**src/rtl/plot_sink_pkg.sv**
```systemverilog
// Shared types and defaults for the plot sink: pixel layout, screen limits
// and the drain/clear state encoding.
package plot_sink_pkg;

   localparam int X_W = 9;
   localparam int Y_W = 8;
   localparam int C_W = 3;
   localparam int PIX_W = X_W + Y_W + C_W;

   localparam int X_MAX_DEFAULT = 319;
   localparam int Y_MAX_DEFAULT = 239;

   typedef enum logic {
      ST_DRAIN = 1'b0,
      ST_CLEAR = 1'b1
   } state_e;

   typedef struct packed {
      logic [X_W-1:0] x;
      logic [Y_W-1:0] y;
      logic [C_W-1:0] color;
   } pixel_t;

endpackage

```
**src/rtl/plot_fifo.sv**
```systemverilog
// Synchronous FIFO with combinational head read; pushes while full and pops
// while empty are ignored.
module plot_fifo #(
   parameter int DEPTH = 8,
   parameter int WIDTH = 20
) (
   input  logic             clk,
   input  logic             reset_n,
   input  logic             push,
   input  logic [WIDTH-1:0] wr_data,
   input  logic             pop,
   output logic [WIDTH-1:0] rd_data,
   output logic             full,
   output logic             empty
);

   localparam int AW = $clog2(DEPTH);

   logic [WIDTH-1:0] mem_q [DEPTH];
   logic [WIDTH-1:0] mem_d [DEPTH];
   logic [AW-1:0]    wr_ptr_q, wr_ptr_d;
   logic [AW-1:0]    rd_ptr_q, rd_ptr_d;
   logic [AW:0]      count_q, count_d;
   logic             do_push, do_pop;

   assign full    = (count_q == (AW+1)'(DEPTH));
   assign empty   = (count_q == '0);
   assign rd_data = mem_q[rd_ptr_q];
   assign do_push = push && !full;
   assign do_pop  = pop && !empty;

   always_comb begin
      mem_d    = mem_q;
      wr_ptr_d = wr_ptr_q;
      rd_ptr_d = rd_ptr_q;
      count_d  = count_q;
      if (do_push) begin
         mem_d[wr_ptr_q] = wr_data;
         wr_ptr_d        = wr_ptr_q + 1'b1;
      end
      if (do_pop) begin
         rd_ptr_d = rd_ptr_q + 1'b1;
      end
      case ({do_push, do_pop})
         2'b10:   count_d = count_q + 1'b1;
         2'b01:   count_d = count_q - 1'b1;
         default: count_d = count_q;
      endcase
   end

   // Storage is not cleared on reset; the pointers alone define what is valid.
   always_ff @(posedge clk) begin
      mem_q <= mem_d;
      if (!reset_n) begin
         wr_ptr_q <= '0;
         rd_ptr_q <= '0;
         count_q  <= '0;
      end else begin
         wr_ptr_q <= wr_ptr_d;
         rd_ptr_q <= rd_ptr_d;
         count_q  <= count_d;
      end
   end

endmodule

```
**src/rtl/plot_sink.sv**
```systemverilog
// Buffers pixel writes from a drawing unit and streams them to a VGA adapter,
// with an interleaved full-screen fill that preserves plot order around it.
module plot_sink
   import plot_sink_pkg::*;
#(
   parameter int DEPTH = 8,
   parameter int X_MAX = X_MAX_DEFAULT,
   parameter int Y_MAX = Y_MAX_DEFAULT
) (
   input  logic           clk,
   input  logic           reset_n,
   input  logic           plot_in,
   input  logic [X_W-1:0] x_in,
   input  logic [Y_W-1:0] y_in,
   input  logic [C_W-1:0] color_in,
   output logic           full,
   output logic           vga_plot,
   output logic [X_W-1:0] vga_x,
   output logic [Y_W-1:0] vga_y,
   output logic [C_W-1:0] vga_color,
   input  logic           vga_ready,
   input  logic           clear_go,
   input  logic [C_W-1:0] clear_color,
   output logic           clear_done,
   output logic [7:0]     drop_count
);

   localparam logic [X_W-1:0] X_LAST = X_W'(X_MAX);
   localparam logic [Y_W-1:0] Y_LAST = Y_W'(Y_MAX);

   state_e         state_q, state_d;
   logic           pending_q, pending_d;
   logic [C_W-1:0] ccolor_q, ccolor_d;
   logic           out_valid_q, out_valid_d;
   pixel_t         out_pix_q, out_pix_d;
   logic [X_W-1:0] sx_q, sx_d;
   logic [Y_W-1:0] sy_q, sy_d;
   logic           done_q, done_d;
   logic [7:0]     drops_q, drops_d;

   logic             fifo_push, fifo_pop, fifo_full, fifo_empty;
   logic [PIX_W-1:0] fifo_head;
   pixel_t           in_pix;
   logic             in_range, accept, transfer;

   plot_fifo #(
      .DEPTH (DEPTH),
      .WIDTH (PIX_W)
   ) u_fifo (
      .clk     (clk),
      .reset_n (reset_n),
      .push    (fifo_push),
      .wr_data (in_pix),
      .pop     (fifo_pop),
      .rd_data (fifo_head),
      .full    (fifo_full),
      .empty   (fifo_empty)
   );

   assign in_pix     = '{x: x_in, y: y_in, color: color_in};
   assign in_range   = (x_in <= X_LAST) && (y_in <= Y_LAST);
   assign accept     = plot_in && !fifo_full && in_range;
   assign full       = fifo_full;
   assign clear_done = done_q;
   assign drop_count = drops_q;
   assign transfer   = vga_plot && vga_ready;

   always_comb begin
      vga_plot  = out_valid_q;
      vga_x     = out_pix_q.x;
      vga_y     = out_pix_q.y;
      vga_color = out_pix_q.color;
      if (state_q == ST_CLEAR) begin
         vga_plot  = 1'b1;
         vga_x     = sx_q;
         vga_y     = sy_q;
         vga_color = ccolor_q;
      end
   end

   // A pixel landing in an empty pipeline bypasses the FIFO straight into the
   // output register so it is visible the very next cycle.
   always_comb begin
      state_d     = state_q;
      pending_d   = pending_q;
      ccolor_d    = ccolor_q;
      out_valid_d = out_valid_q;
      out_pix_d   = out_pix_q;
      sx_d        = sx_q;
      sy_d        = sy_q;
      done_d      = 1'b0;
      drops_d     = drops_q;
      fifo_push   = 1'b0;
      fifo_pop    = 1'b0;

      if (plot_in && !accept && (drops_q != 8'hFF)) begin
         drops_d = drops_q + 1'b1;
      end

      case (state_q)
         ST_DRAIN: begin
            if (clear_go && !pending_q) begin
               pending_d = 1'b1;
               ccolor_d  = clear_color;
            end
            if (pending_q && (!out_valid_q || transfer)) begin
               state_d     = ST_CLEAR;
               out_valid_d = 1'b0;
               fifo_push   = accept;
            end else if (!out_valid_q || transfer) begin
               if (!fifo_empty) begin
                  fifo_pop    = 1'b1;
                  out_pix_d   = pixel_t'(fifo_head);
                  out_valid_d = 1'b1;
                  fifo_push   = accept;
               end else if (accept) begin
                  out_pix_d   = in_pix;
                  out_valid_d = 1'b1;
               end else begin
                  out_valid_d = 1'b0;
               end
            end else begin
               fifo_push = accept;
            end
         end
         ST_CLEAR: begin
            fifo_push = accept;
            if (transfer) begin
               if (sx_q == X_LAST) begin
                  sx_d = '0;
                  if (sy_q == Y_LAST) begin
                     sy_d      = '0;
                     state_d   = ST_DRAIN;
                     pending_d = 1'b0;
                     done_d    = 1'b1;
                  end else begin
                     sy_d = sy_q + 1'b1;
                  end
               end else begin
                  sx_d = sx_q + 1'b1;
               end
            end
         end
         default: state_d = ST_DRAIN;
      endcase
   end

   always_ff @(posedge clk) begin
      if (!reset_n) begin
         state_q     <= ST_DRAIN;
         pending_q   <= 1'b0;
         ccolor_q    <= '0;
         out_valid_q <= 1'b0;
         out_pix_q   <= '0;
         sx_q        <= '0;
         sy_q        <= '0;
         done_q      <= 1'b0;
         drops_q     <= '0;
      end else begin
         state_q     <= state_d;
         pending_q   <= pending_d;
         ccolor_q    <= ccolor_d;
         out_valid_q <= out_valid_d;
         out_pix_q   <= out_pix_d;
         sx_q        <= sx_d;
         sy_q        <= sy_d;
         done_q      <= done_d;
         drops_q     <= drops_d;
      end
   end

endmodule

```
**config.mk**
```make
export PLATFORM = sky130hd
export DESIGN_NAME = plot_sink
export DESIGN_NICKNAME = d
export VERILOG_FILES = /design/src/rtl/plot_sink_pkg.sv /design/src/rtl/plot_fifo.sv /design/src/rtl/plot_sink.sv
export SDC_FILE = /design/constraint.sdc
export NUM_CORES = 1
export LEC_CHECK = 0
export ABC_AREA = 1
export CAP_MARGIN = 5
export CORE_ASPECT_RATIO = 1.25
export CORE_MARGIN = 2
export CORE_UTILIZATION = 45
export CTS_CLUSTER_DIAMETER = 200
export DETAILED_ROUTE_END_ITERATION = 8
export GPL_TIMING_DRIVEN = 0
export HOLD_SLACK_MARGIN = 0.08
export PLACE_DENSITY = 0.65
export SETUP_SLACK_MARGIN = 0.4
export SLEW_MARGIN = 0
export SYNTH_ARGS = -nofsm -noshare
export SYNTH_HDL_FRONTEND = slang
export SYNTH_SLANG_ARGS = --single-unit
```
**constraint.sdc**
```tcl
create_clock -name clk -period 5.8 [get_ports clk]
set_input_delay 1.45 -clock clk [delete_from_list [all_inputs] [get_ports clk]]
set_output_delay 1.45 -clock clk [all_outputs]
set_load 0.01 [all_outputs]
```
==> reports/results.tsv, run 1 <==
stage	metric	value	unit
run_status	status	complete, no violations	
timing	slew_violations	0	
setup_path	startpoint_type	register	
finish	instances_no_fill	1358	
routing	drtIter0Drc	586	
power	ir_drop	0.238	mV
setup_path	cp.required	4.35	ns
cts	ctsHoldBuffers	0	
logic_synthesis	yosysMostFrequentCell	nand2_1	
placement	place_hpwl	16600	um
logic_synthesis	synth_area_leaders	edfxtp_1 (50%), dfxtp_1 (13%), nand2_1 (11%)	
cts	h-tree-depth	1	
power	seq_power_share	38.2	%
routing	dr.pass1.iters	5	
cts	cts_tree	built	
finish	drive_gt1_share	8.49	%
finish	fillers	1833	
placement	postPlaceCellArea	0.0107	mm^2
min_path	hold_end	out_pix_q[4]$_SDFFE_PN0P_	
routing	via_count	7279	
logic_synthesis	ys.flop_type	edfxtp_1	
logic_synthesis	yosysSeqAreaShare	63.2	%
cts	clk_pin_slew_worst_paths	0.06	ns
timing	max_slew_margin	49.2	%
global_route	first_global_vias	6854	
logic_synthesis	yosysTopAreaCellShare	50.2	%
finish	regArea	0.00605	mm^2
finish	fin_util	54.7	%
setup_path	r2r-end	u_fifo.mem_q[24]$_DFFE_PP_	
timing	rsz0062_at_grt	false	
logic_synthesis	synth_fp_nets	1016	
placement	dp_cells	1319	
min_path	min_path_cells	2	
finish	nNetsFinal	1106	
cts	clock_path_buffers	3	
logic_synthesis	ys.warnings.count	0	
timing	finalCriticalPeriod	4.10	ns
power	p_leak	4.22	nW
timing	timing.final.ws_setup	1.70	ns
setup_path	cp-end-kind	output port	
floorplan	coreArea	0.0208	mm^2
setup_path	cp_max_fo	10	
finish	areaGrowthSynthToFinish	19.1	%
finish	final_cell_area	0.0114	mm^2
min_path	holdCritStartpoint	out_pix_q[4]$_SDFFE_PN0P_	
global_route	grt_max_degree	15	
routing	wl	24200	um
floorplan	die_x	134	um
placement	port_buffers	58	
routing	final_antenna_net_count	0	
timing	setup_tns	0	ns
setup_path	rr_worst_depth	8	
routing	drc_errors	0	
cts	root_buffer	clkbuf_16	
logic_synthesis	ys_seq_elements	222	
global_route	overflow	0	
min_path	hp-class	register to register	
power	clkPwrFrac	28.7	%
timing	worstMarginPinSlew	0.762	ns
global_route	grt_antenna_before_repair	0	
finish	multiInputGateArea	0.00312	mm^2
power	switching_power	0.00176	W
global_route	grt_pass1_wl	37300	um
logic_synthesis	synth_cell_types	35	
logic_synthesis	syn-mean-instance-area	9.77	um^2
logic_synthesis	synth_area	0.00957	mm^2
power	p_int	0.00326	W
timing	finalCritPeriodShare	70.8	%
global_route	grtUsageTotal	21.5	%
setup_path	critical_path_class	register to output port	
logic_synthesis	synth_edf_count	160	
setup_path	crit_arrival	2.65	ns
timing	setup_viol	0	
run	max_cap_viol_count	0	
cts	cts_resized	0	
logic_synthesis	netlist_top_cells_count	nand2_1 (268), nand3_1 (173), edfxtp_1 (160), dfxtp_1 (62), inv_1 (57)	
cts	cts_sinks	222	
floorplan	die-area	0.0225	mm^2
cts	postCtsSetupBuffers	0	
finish	diodes	0	
floorplan	start_util	46.0	%
floorplan	rows	59	
setup_path	r2r-start	u_fifo.count_q[3]$_SDFFE_PN0P_	
logic_synthesis	async_flop_share	0	%
timing	fin_skew	0.0124	ns
power	p_per_area	440	mW/mm^2
power	swShare	35.0	%
cts	cts-buffers-inserted	22	
timing	max_freq	244	MHz
routing	routedWlPerCell	17.8	um
power	combinationalPowerShare	33.0	%
setup_path	r2r_slack	3.30	ns
placement	globalplace.congestion	0.849	
floorplan	die-height	167	um
timing	hold_viol_final	0	
logic_synthesis	yosysTopAreaCell	edfxtp_1	
logic_synthesis	synth_cells	979	
cts	clk_latency	0.51	ns
placement	dp_slack	1.35	ns
routing	avgViaCountPerCell	5.36	
floorplan	pin_count	59	
## cell usage in the layout, fill, tap and decap left out, types with 2 or more instances in the layout
master,n
a21oi_1,52
buf_1,6
buf_16,3
buf_2,11
buf_8,5
bufinv_16,3
clkbuf_1,34
clkbuf_16,23
clkdlybuf4s50_1,58
clkinv_2,5
clkinvlp_4,2
dfxtp_1,62
edfxtp_1,160
ha_1,8
inv_1,57
inv_2,3
nand2_1,268
nand2_2,3
nand3_1,173
nand3b_1,3
nand4_1,5
nor2_1,34
nor2_2,12
nor2_8,2
nor3_1,7
nor3_2,2
o21ai_0,46
o21ai_1,3
or2_2,11
xnor2_1,2
xor2_1,9
## metal layers
metal | part of all wire, % | up-vias | wire (um) | track usage, %
li1 | - | 3521 | - | -
met1 | 40 | 3438 | 9670 | 27.3
met2 | 50 | 268 | 12100 | 37.7
met3 | 6.6 | 52 | 1580 | 2.86
met4 | 3.2 | 0 | 775 | 7.69
met5 | 0 | - | 0 | 0
## registers in the layout (all words and copies together), names as in the netlist
signal,cells
ccolor_q,3
clear_done,1
drop_count,8
out_pix_q,20
out_valid_q,1
pending_q,1
state_q,1
sx_q,9
sy_q,8
u_fifo.count_q,4
u_fifo.mem_q,160
u_fifo.rd_ptr_q,3
u_fifo.wr_ptr_q,3
## stage by stage
stage	hold slack [ns]	power (W)
6_report	0.463	0.00502
5_1_grt	0.479	0.00530
4_1_cts	0.466	0.00505
3_5_place_dp	0.456	0.00361
3_3_place_gp	0.453	0.00356
2_1_floorplan	0.445	0.00295
## worst max-delay path: stages, from the launching register on
cell and delay (ns):
dfxtp_1 0.37, inv_2 0.16, clkbuf_1 0.33, clkbuf_1 0.43, nand2_1 0.17, o21ai_0 0.13
clkdlybuf4s50_1 0.57
## cell type report
type | count | share of cell area [%]
sequential | 222 | 53.0
multi-input combinational | 649 | 27.3
timing repair buffer | 66 | 6.48
clock buffer | 28 | 5.21
tap | 274 | 3.01
inverter | 61 | 2.03
buffer | 47 | 1.70
clock inverter | 11 | 1.17
## power by group through the flow
stage	clock network (W)	logic [W]	registers [W]
2_1_floorplan	0	0.00102	0.00193
3_5_place_dp	0	0.00165	0.00195
4_1_cts	0.00146	0.00167	0.00192
5_1_grt	0.00152	0.00185	0.00193
6_report	0.00144	0.00166	0.00192
3_3_place_gp	0	0.00161	0.00195
## worst max-delay path by stage
stage | startpoint | end | slack, ns | cells past startpoint
after floorplan | x_in[7] | u_fifo.mem_q[100]$_DFFE_PP_ | 2.28 | 6
after global placement | x_in[7] | u_fifo.mem_q[116]$_DFFE_PP_ | 0.49 | 7
after detailed placement | x_in[7] | u_fifo.mem_q[33]$_DFFE_PP_ | 1.35 | 8
after CTS | state_q$_SDFF_PN0_ | vga_y[5] | 1.66 | 6
after global routing | state_q$_SDFF_PN0_ | vga_y[3] | 1.52 | 6
final | state_q$_SDFF_PN0_ | vga_y[3] | 1.70 | 6
## cells by family (layout without fill, tap and decap cells)
| kind of cell | count (synthesis) | in the layout | synth area share, % |
|---|---|---|---|
| AND/OR/NAND/NOR | 526 | 526 | 24.7 |
| flip-flops | 222 | 222 | 63.2 |
| buffers and inverters | 108 | 213 | 4.45 |
| AO/OA/AOI/OAI | 103 | 103 | 5.45 |
| XOR/XNOR | 11 | 11 | 1.01 |
| adder cells (fa/ha/maj) | 9 | 9 | 1.26 |
(Power assumes the default switching activity.)
==> run 2, diff against run 1 <==
==> constraint.sdc (replaced) <==
create_clock -name clk -period 4.2 [get_ports clk]
set_input_delay 1.05 -clock clk [delete_from_list [all_inputs] [get_ports clk]]
set_output_delay 1.05 -clock clk [all_outputs]
set_load 0.01 [all_outputs]
==> run 2 against run 1 <==
Compared with the run above: core utilization about the same; non-clock buffer count unchanged; largest power group unchanged; final cell count unchanged; sequential power increased by 38%.
==> reports/results.tsv, run 2 (same netlist as run 1, synthesis figures left out) <==
stage	metric	value	unit	change
run_status	status	complete, no violations		
timing	slew_violations	0		unchanged
cts	h-tree-depth	1		unchanged
finish	final_cell_mix	nand2_1 (268), nand3_1 (173), edfxtp_1 (160)		
cts	cts-buffers-inserted	22		unchanged
placement	postPlaceCellArea	0.0107	mm^2	unchanged
global_route	grt_antenna_before_repair	0		unchanged
power	switching_power	0.00243	W	+38%
finish	areaGrowthSynthToFinish	19.1	%	about the same
timing	rsz0062_at_grt	false		
timing	max_slew_margin	50.4	%	+1.3 points
setup_path	cp-end-kind	output port		
finish	nNetsFinal	1106		unchanged
timing	hold_viol_final	0		unchanged
power	swShare	35.1	%	+0.050 points
power	seq_power_share	38.2	%	about the same
timing	setup_viol	0		unchanged
placement	port_buffers	58		unchanged
floorplan	die-height	167	um	unchanged
finish	fin_util	54.8	%	about the same
finish	largest_reg_flops	160		unchanged
routing	routedWlPerCell	17.8	um	+0.20%
finish	reg.largest.list	u_fifo.mem_q x160, out_pix_q x20, sx_q x9		
power	total_power	0.00694	W	+38%
floorplan	die_x	134	um	unchanged
setup_path	crit_arrival	2.49	ns	-0.16 ns
floorplan	start_util	46.0	%	unchanged
cts	cts_tree	built		
floorplan	coreArea	0.0208	mm^2	unchanged
power	p_per_area	609	mW/mm^2	+38%
cts	cts_sinks	222		unchanged
routing	drc_errors	0		unchanged
setup_path	critical_path_class	register to output port		
routing	avgViaCountPerCell	5.35		-0.25%
timing	timing.final.ws_setup	0.665	ns	-1.03 ns
placement	globalplace.congestion	0.849		unchanged
placement	dp_cells	1319		unchanged
routing	dr.pass1.iters	5		unchanged
global_route	overflow	0		unchanged
cts	clock_path_buffers	3		unchanged
timing	worstMarginPinSlew	0.743	ns	-0.0188 ns
global_route	grt_max_degree	15		unchanged
finish	diodes	0		unchanged
floorplan	die-area	0.0225	mm^2	unchanged
timing	finalCriticalPeriod	3.54	ns	
routing	drtIter0Drc	571		-2.6%
finish	final_common_cell	nand2_1		
floorplan	pin_count	59		unchanged
cts	ctsHoldBuffers	0		unchanged
finish	drive_gt1_share	8.67	%	+0.18 points
setup_path	cp_max_fo	10		unchanged
timing	fin_skew	0.0142	ns	+0.00174 ns
finish	fillers	1833		unchanged
setup_path	startpoint_type	register		
run	max_cap_viol_count	0		unchanged
placement	dp_slack	0.151	ns	-1.20 ns
power	clkPwrFrac	28.7	%	about the same
timing	finalCritPeriodShare	84.2	%	
setup_path	cp.required	3.15	ns	-1.20 ns
power	combinationalPowerShare	33.1	%	about the same
placement	place_hpwl	16600	um	unchanged
power	p_int	0.00451	W	+38%
global_route	first_global_vias	6854		unchanged
finish	instances_no_fill	1358		unchanged
min_path	hp-class	register to register		
routing	final_antenna_net_count	0		unchanged
finish	regMostFlops	u_fifo.mem_q		
global_route	grtUsageTotal	21.5	%	unchanged
power	ir_drop	0.328	mV	+38%
power	p_leak	4.22	nW	+0.13%
cts	root_buffer	clkbuf_16		
routing	via_count	7261		-0.25%
cts	clk_latency	0.51	ns	about the same
cts	clk_pin_slew_worst_paths	0.06	ns	about the same
global_route	grt_pass1_wl	37300	um	unchanged
timing	max_freq	283	MHz	
finish	final_cell_area	0.0114	mm^2	about the same
floorplan	rows	59		unchanged
routing	wl	24200	um	+0.20%
==> run 2: cell count changes in the layout (fill, tap and decap cells not counted) <==
cell      before  now
clkbuf_1      34   32
clkbuf_2       0    2
==> run 2: final timing paths <==
kind | start | to | slack (ns) | depth (start not counted)
max | state_q$_SDFF_PN0_ | vga_y[3] | 0.66 | 6
min reg2reg | out_pix_q[4]$_SDFFE_PN0P_ | out_pix_q[4]$_SDFFE_PN0P_ | 0.46 | 2
max reg2reg | u_fifo.count_q[3]$_SDFFE_PN0P_ | u_fifo.mem_q[24]$_DFFE_PP_ | 1.71 | 8
min | out_pix_q[4]$_SDFFE_PN0P_ | out_pix_q[4]$_SDFFE_PN0P_ | 0.46 | 2
==> run 2: area by class of cell <==
class | instances | area, um^2 | share of cell area, %
inverter | 61 | 231 | 2.03
timing repair buffer | 66 | 738 | 6.48
buffer | 47 | 196 | 1.72
clock inverter | 11 | 134 | 1.17
clock buffer | 28 | 594 | 5.21
sequential | 222 | 6050 | 53.0
multi-input combinational | 649 | 3120 | 27.3
tap | 274 | 343 | 3.01
==> run 2: metal layers <==
layer	GRT usage, %	share of wire, %
met3	2.86	6.2
met5	0	0
met4	7.69	3.0
met1	27.3	40
met2	37.7	51
==> run 2: power groups by stage <==
| stage | clock network (W) | registers [W] | logic (W) |
|---|---|---|---|
| finish | 0.00199 | 0.00265 | 0.00230 |
| global route | 0.00210 | 0.00267 | 0.00256 |
| CTS | 0.00202 | 0.00265 | 0.00230 |
| detailed placement | 0 | 0.00270 | 0.00228 |
| global placement | 0 | 0.00269 | 0.00223 |
| floorplan | 0 | 0.00266 | 0.00141 |
==> run 2: worst max-delay path, stage by stage, from the launching register on <==
cell and delay (ns):
dfxtp_1 0.37, inv_2 0.16, clkbuf_1 0.33, clkbuf_2 0.31, nand2_1 0.13, o21ai_0 0.11
clkdlybuf4s50_1 0.57
==> run 2: stage by stage <==
step / TNS [ns] / hold WS (ns)
finish: 0 / 0.464
floorplan: 0 / 0.445
CTS: 0 / 0.466
detailed placement: 0 / 0.456
global placement: -92.54 / 0.453
global route: 0 / 0.479
==> run 2: timing repair <==
| action | 4_1_cts | 5_1_grt |
|---|---|---|
| setup buffers | 0 | 0 |
| resized for setup | 0 | 4 |
| setup endpoints to repair | 0 | 8 |
==> run 3, diff against run 2 <==
==> constraint.sdc (replaced) <==
create_clock -name clk -period 3.5 [get_ports clk]
set_input_delay 0.875 -clock clk [delete_from_list [all_inputs] [get_ports clk]]
set_output_delay 0.875 -clock clk [all_outputs]
set_load 0.01 [all_outputs]
==> run 3 against run 2 <==
Compared with the run above: first-iteration DRC count increased by 5.8%; critical path depth is the same; final cell count is 0.22% higher; clock power rose by 21%; critical endpoint is now vga_color[2]; largest power group unchanged; highest routed layer unchanged.
==> reports/results.tsv, run 3 (same netlist as run 1, synthesis figures left out) <==
stage	metric	value	unit	change
power	switching_power	0.00294	W	+21%
cts	clk_latency	0.51	ns	about the same
routing	top_layer	met4		
power	p_per_area	725	mW/mm^2	+19%
setup_path	crit_family	buffers and inverters		
power	total_power	0.00836	W	+20%
routing	routedWlPerCell	17.9	um	+0.50%
setup_path	critical_path_class	register to output port		
global_route	grt_max_degree	15		unchanged
min_path	hp-class	register to register		
global_route	grtUsageTotal	21.6	%	+0.089 points
finish	reg.largest.list	u_fifo.mem_q x160, out_pix_q x20, sx_q x9		
global_route	first_global_vias	6903		+0.71%
cts	clk_pin_slew_worst_paths	0.06	ns	about the same
floorplan	rows	59		unchanged
global_route	grt_pass1_wl	37400	um	+0.50%
finish	regMostFlops	u_fifo.mem_q		
power	combinationalPowerShare	33.2	%	about the same
setup_path	crit_buf_inv	4		unchanged
finish	areaGrowthSynthToFinish	20.4	%	
setup_path	crit_chain	inv_2 > clkbuf_4 > clkbuf_4 > nand2_1 > nand2_1 > clkdlybuf4s50_1		
placement	port_buffers	58		unchanged
timing	worstMarginPinSlew	0.695	ns	-0.0475 ns
finish	drive_gt1_share	9.20	%	+0.53 points
cts	cts_tree	built		
timing	timing.hold.ws	0.463	ns	-0.000438 ns
timing	finalCriticalPeriod	3.00	ns	
routing	avgViaCountPerCell	5.34		about the same
timing	setup_viol	0		unchanged
routing	dr.pass1.iters	7		+2
finish	final_common_cell	nand2_1		
setup_path	cp_max_fo	10		unchanged
cts	cts-buffers-inserted	22		unchanged
finish	largest_reg_flops	160		unchanged
global_route	overflow	0		unchanged
cts	cts_sinks	222		unchanged
power	clkPwrFrac	28.7	%	about the same
finish	diodes	0		unchanged
routing	wl_met3	1650	um	+10%
power	seq_power_share	38.1	%	about the same
floorplan	die-area	0.0225	mm^2	unchanged
routing	final_antenna_net_count	0		unchanged
floorplan	die_x	134	um	unchanged
cts	clock_path_buffers	3		unchanged
routing	wl	24400	um	+0.72%
routing	via_count	7271		+0.14%
placement	globalplace.congestion	0.849		unchanged
finish	regArea	0.00605	mm^2	about the same
cts	h-tree-depth	1		unchanged
timing	rsz0062_at_grt	true		
timing	fin_skew	0.0102	ns	-0.00393 ns
power	p_leak	4.35	nW	+3.0%
setup_path	cp.required	2.62	ns	-0.53 ns
timing	hold_viol_final	0		unchanged
run_status	status	complete, no violations		
power	p_int	0.00541	W	+20%
setup_path	crit_arrival	2.13	ns	-0.36 ns
routing	route.met2.wl	12200	um	-0.29%
timing	setup_tns	0	ns	unchanged
floorplan	coreArea	0.0208	mm^2	unchanged
timing	max_slew_margin	53.6	%	+3.2 points
run	max_cap_viol_count	0		unchanged
placement	dp_cells	1319		unchanged
finish	instances_no_fill	1361		+0.22%
setup_path	cpPeakStageDelay	0.52	ns	-0.05 ns
floorplan	start_util	46.0	%	unchanged
timing	slew_violations	0		unchanged
cts	root_buffer	clkbuf_16		
finish	final_cell_mix	nand2_1 (268), nand3_1 (173), edfxtp_1 (160)		
timing	timing.final.ws_setup	0.497	ns	-0.168 ns
finish	nNetsFinal	1109		+0.27%
global_route	grt_antenna_before_repair	0		unchanged
timing	max_freq	333	MHz	
finish	fillers	1810		-1.3%
floorplan	die-height	167	um	unchanged
placement	dp_slack	-0.374	ns	-0.525 ns
power	swShare	35.2	%	+0.13 points
floorplan	pin_count	59		unchanged
setup_path	startpoint_type	register		
routing	wl_met1	9770	um	+0.11%
power	ir_drop	0.393	mV	+20%
finish	multiInputGateArea	0.00316	mm^2	+1.2%
routing	drtIter0Drc	604		+5.8%
timing	finalCritPeriodShare	85.8	%	
setup_path	cp-end-kind	output port		
placement	place_hpwl	16600	um	unchanged
setup_path	cp_slowest_cell	clkdlybuf4s50_1		
routing	drc_errors	0		unchanged
run 3: through the flow:
stage / util (%) / cell area, um^2
floorplan: - / 9570
global placement: 50.4 / 10500
detailed placement: 51.3 / 10700
CTS: 55.2 / 11500
global route: 55.3 / 11500
finish: 55.3 / 11500
run 3: final cells by class:
class	instances	area share (%)
clock buffers	28	5.16
well taps	274	2.98
clock inverters	11	1.16
inverters	61	2.01
plain buffers	47	1.78
repair buffers	69	7.04
flip-flops and latches	222	52.5
multi-input cells	649	27.4
run 3: power by group through the flow:
stage | clock network (W) | logic, W | registers (W)
finish | 0.00240 | 0.00278 | 0.00318
floorplan | 0 | 0.00169 | 0.00320
CTS | 0.00242 | 0.00278 | 0.00318
global route | 0.00252 | 0.00310 | 0.00320
detailed placement | 0 | 0.00274 | 0.00323
global placement | 0 | 0.00267 | 0.00323
run 3: per-layer routing:
layer	GRT usage [%]	up-vias
li1	-	3528
met1	27.1	3440
met2	37.5	254
met3	3.20	49
met5	0	-
met4	8.51	0
run 3: path summary, 6_finish.rpt:
check,startpoint,end,slack (ns),depth (start not counted)
worst max-delay path,state_q$_SDFF_PN0_,vga_color[2],0.50,6
worst min-delay path,out_pix_q[4]$_SDFFE_PN0P_,out_pix_q[4]$_SDFFE_PN0P_,0.46,2
worst max register to register,u_fifo.count_q[1]$_SDFFE_PN0P_,u_fifo.count_q[3]$_SDFFE_PN0P_,1.02,13
worst min register to register,out_pix_q[4]$_SDFFE_PN0P_,out_pix_q[4]$_SDFFE_PN0P_,0.46,2
run 3: tightest hold or removal path, stage by stage (launching register included):
cell and delay [ns]:
dfxtp_1 0.31, nand2_1 0.06, a21oi_1 0.05
run 3: repair_timing:
| item | CTS | global route |
|---|---|---|
| setup buffers | 3 | 0 |
| hold buffers | 0 | 0 |
| pin swaps | 3 | 0 |
| gates cloned | 0 | 0 |
| hold endpoints to repair | 0 | 0 |
| endpoints found under the setup margin | 126 | 54 |
| resized for setup | 19 | 12 |
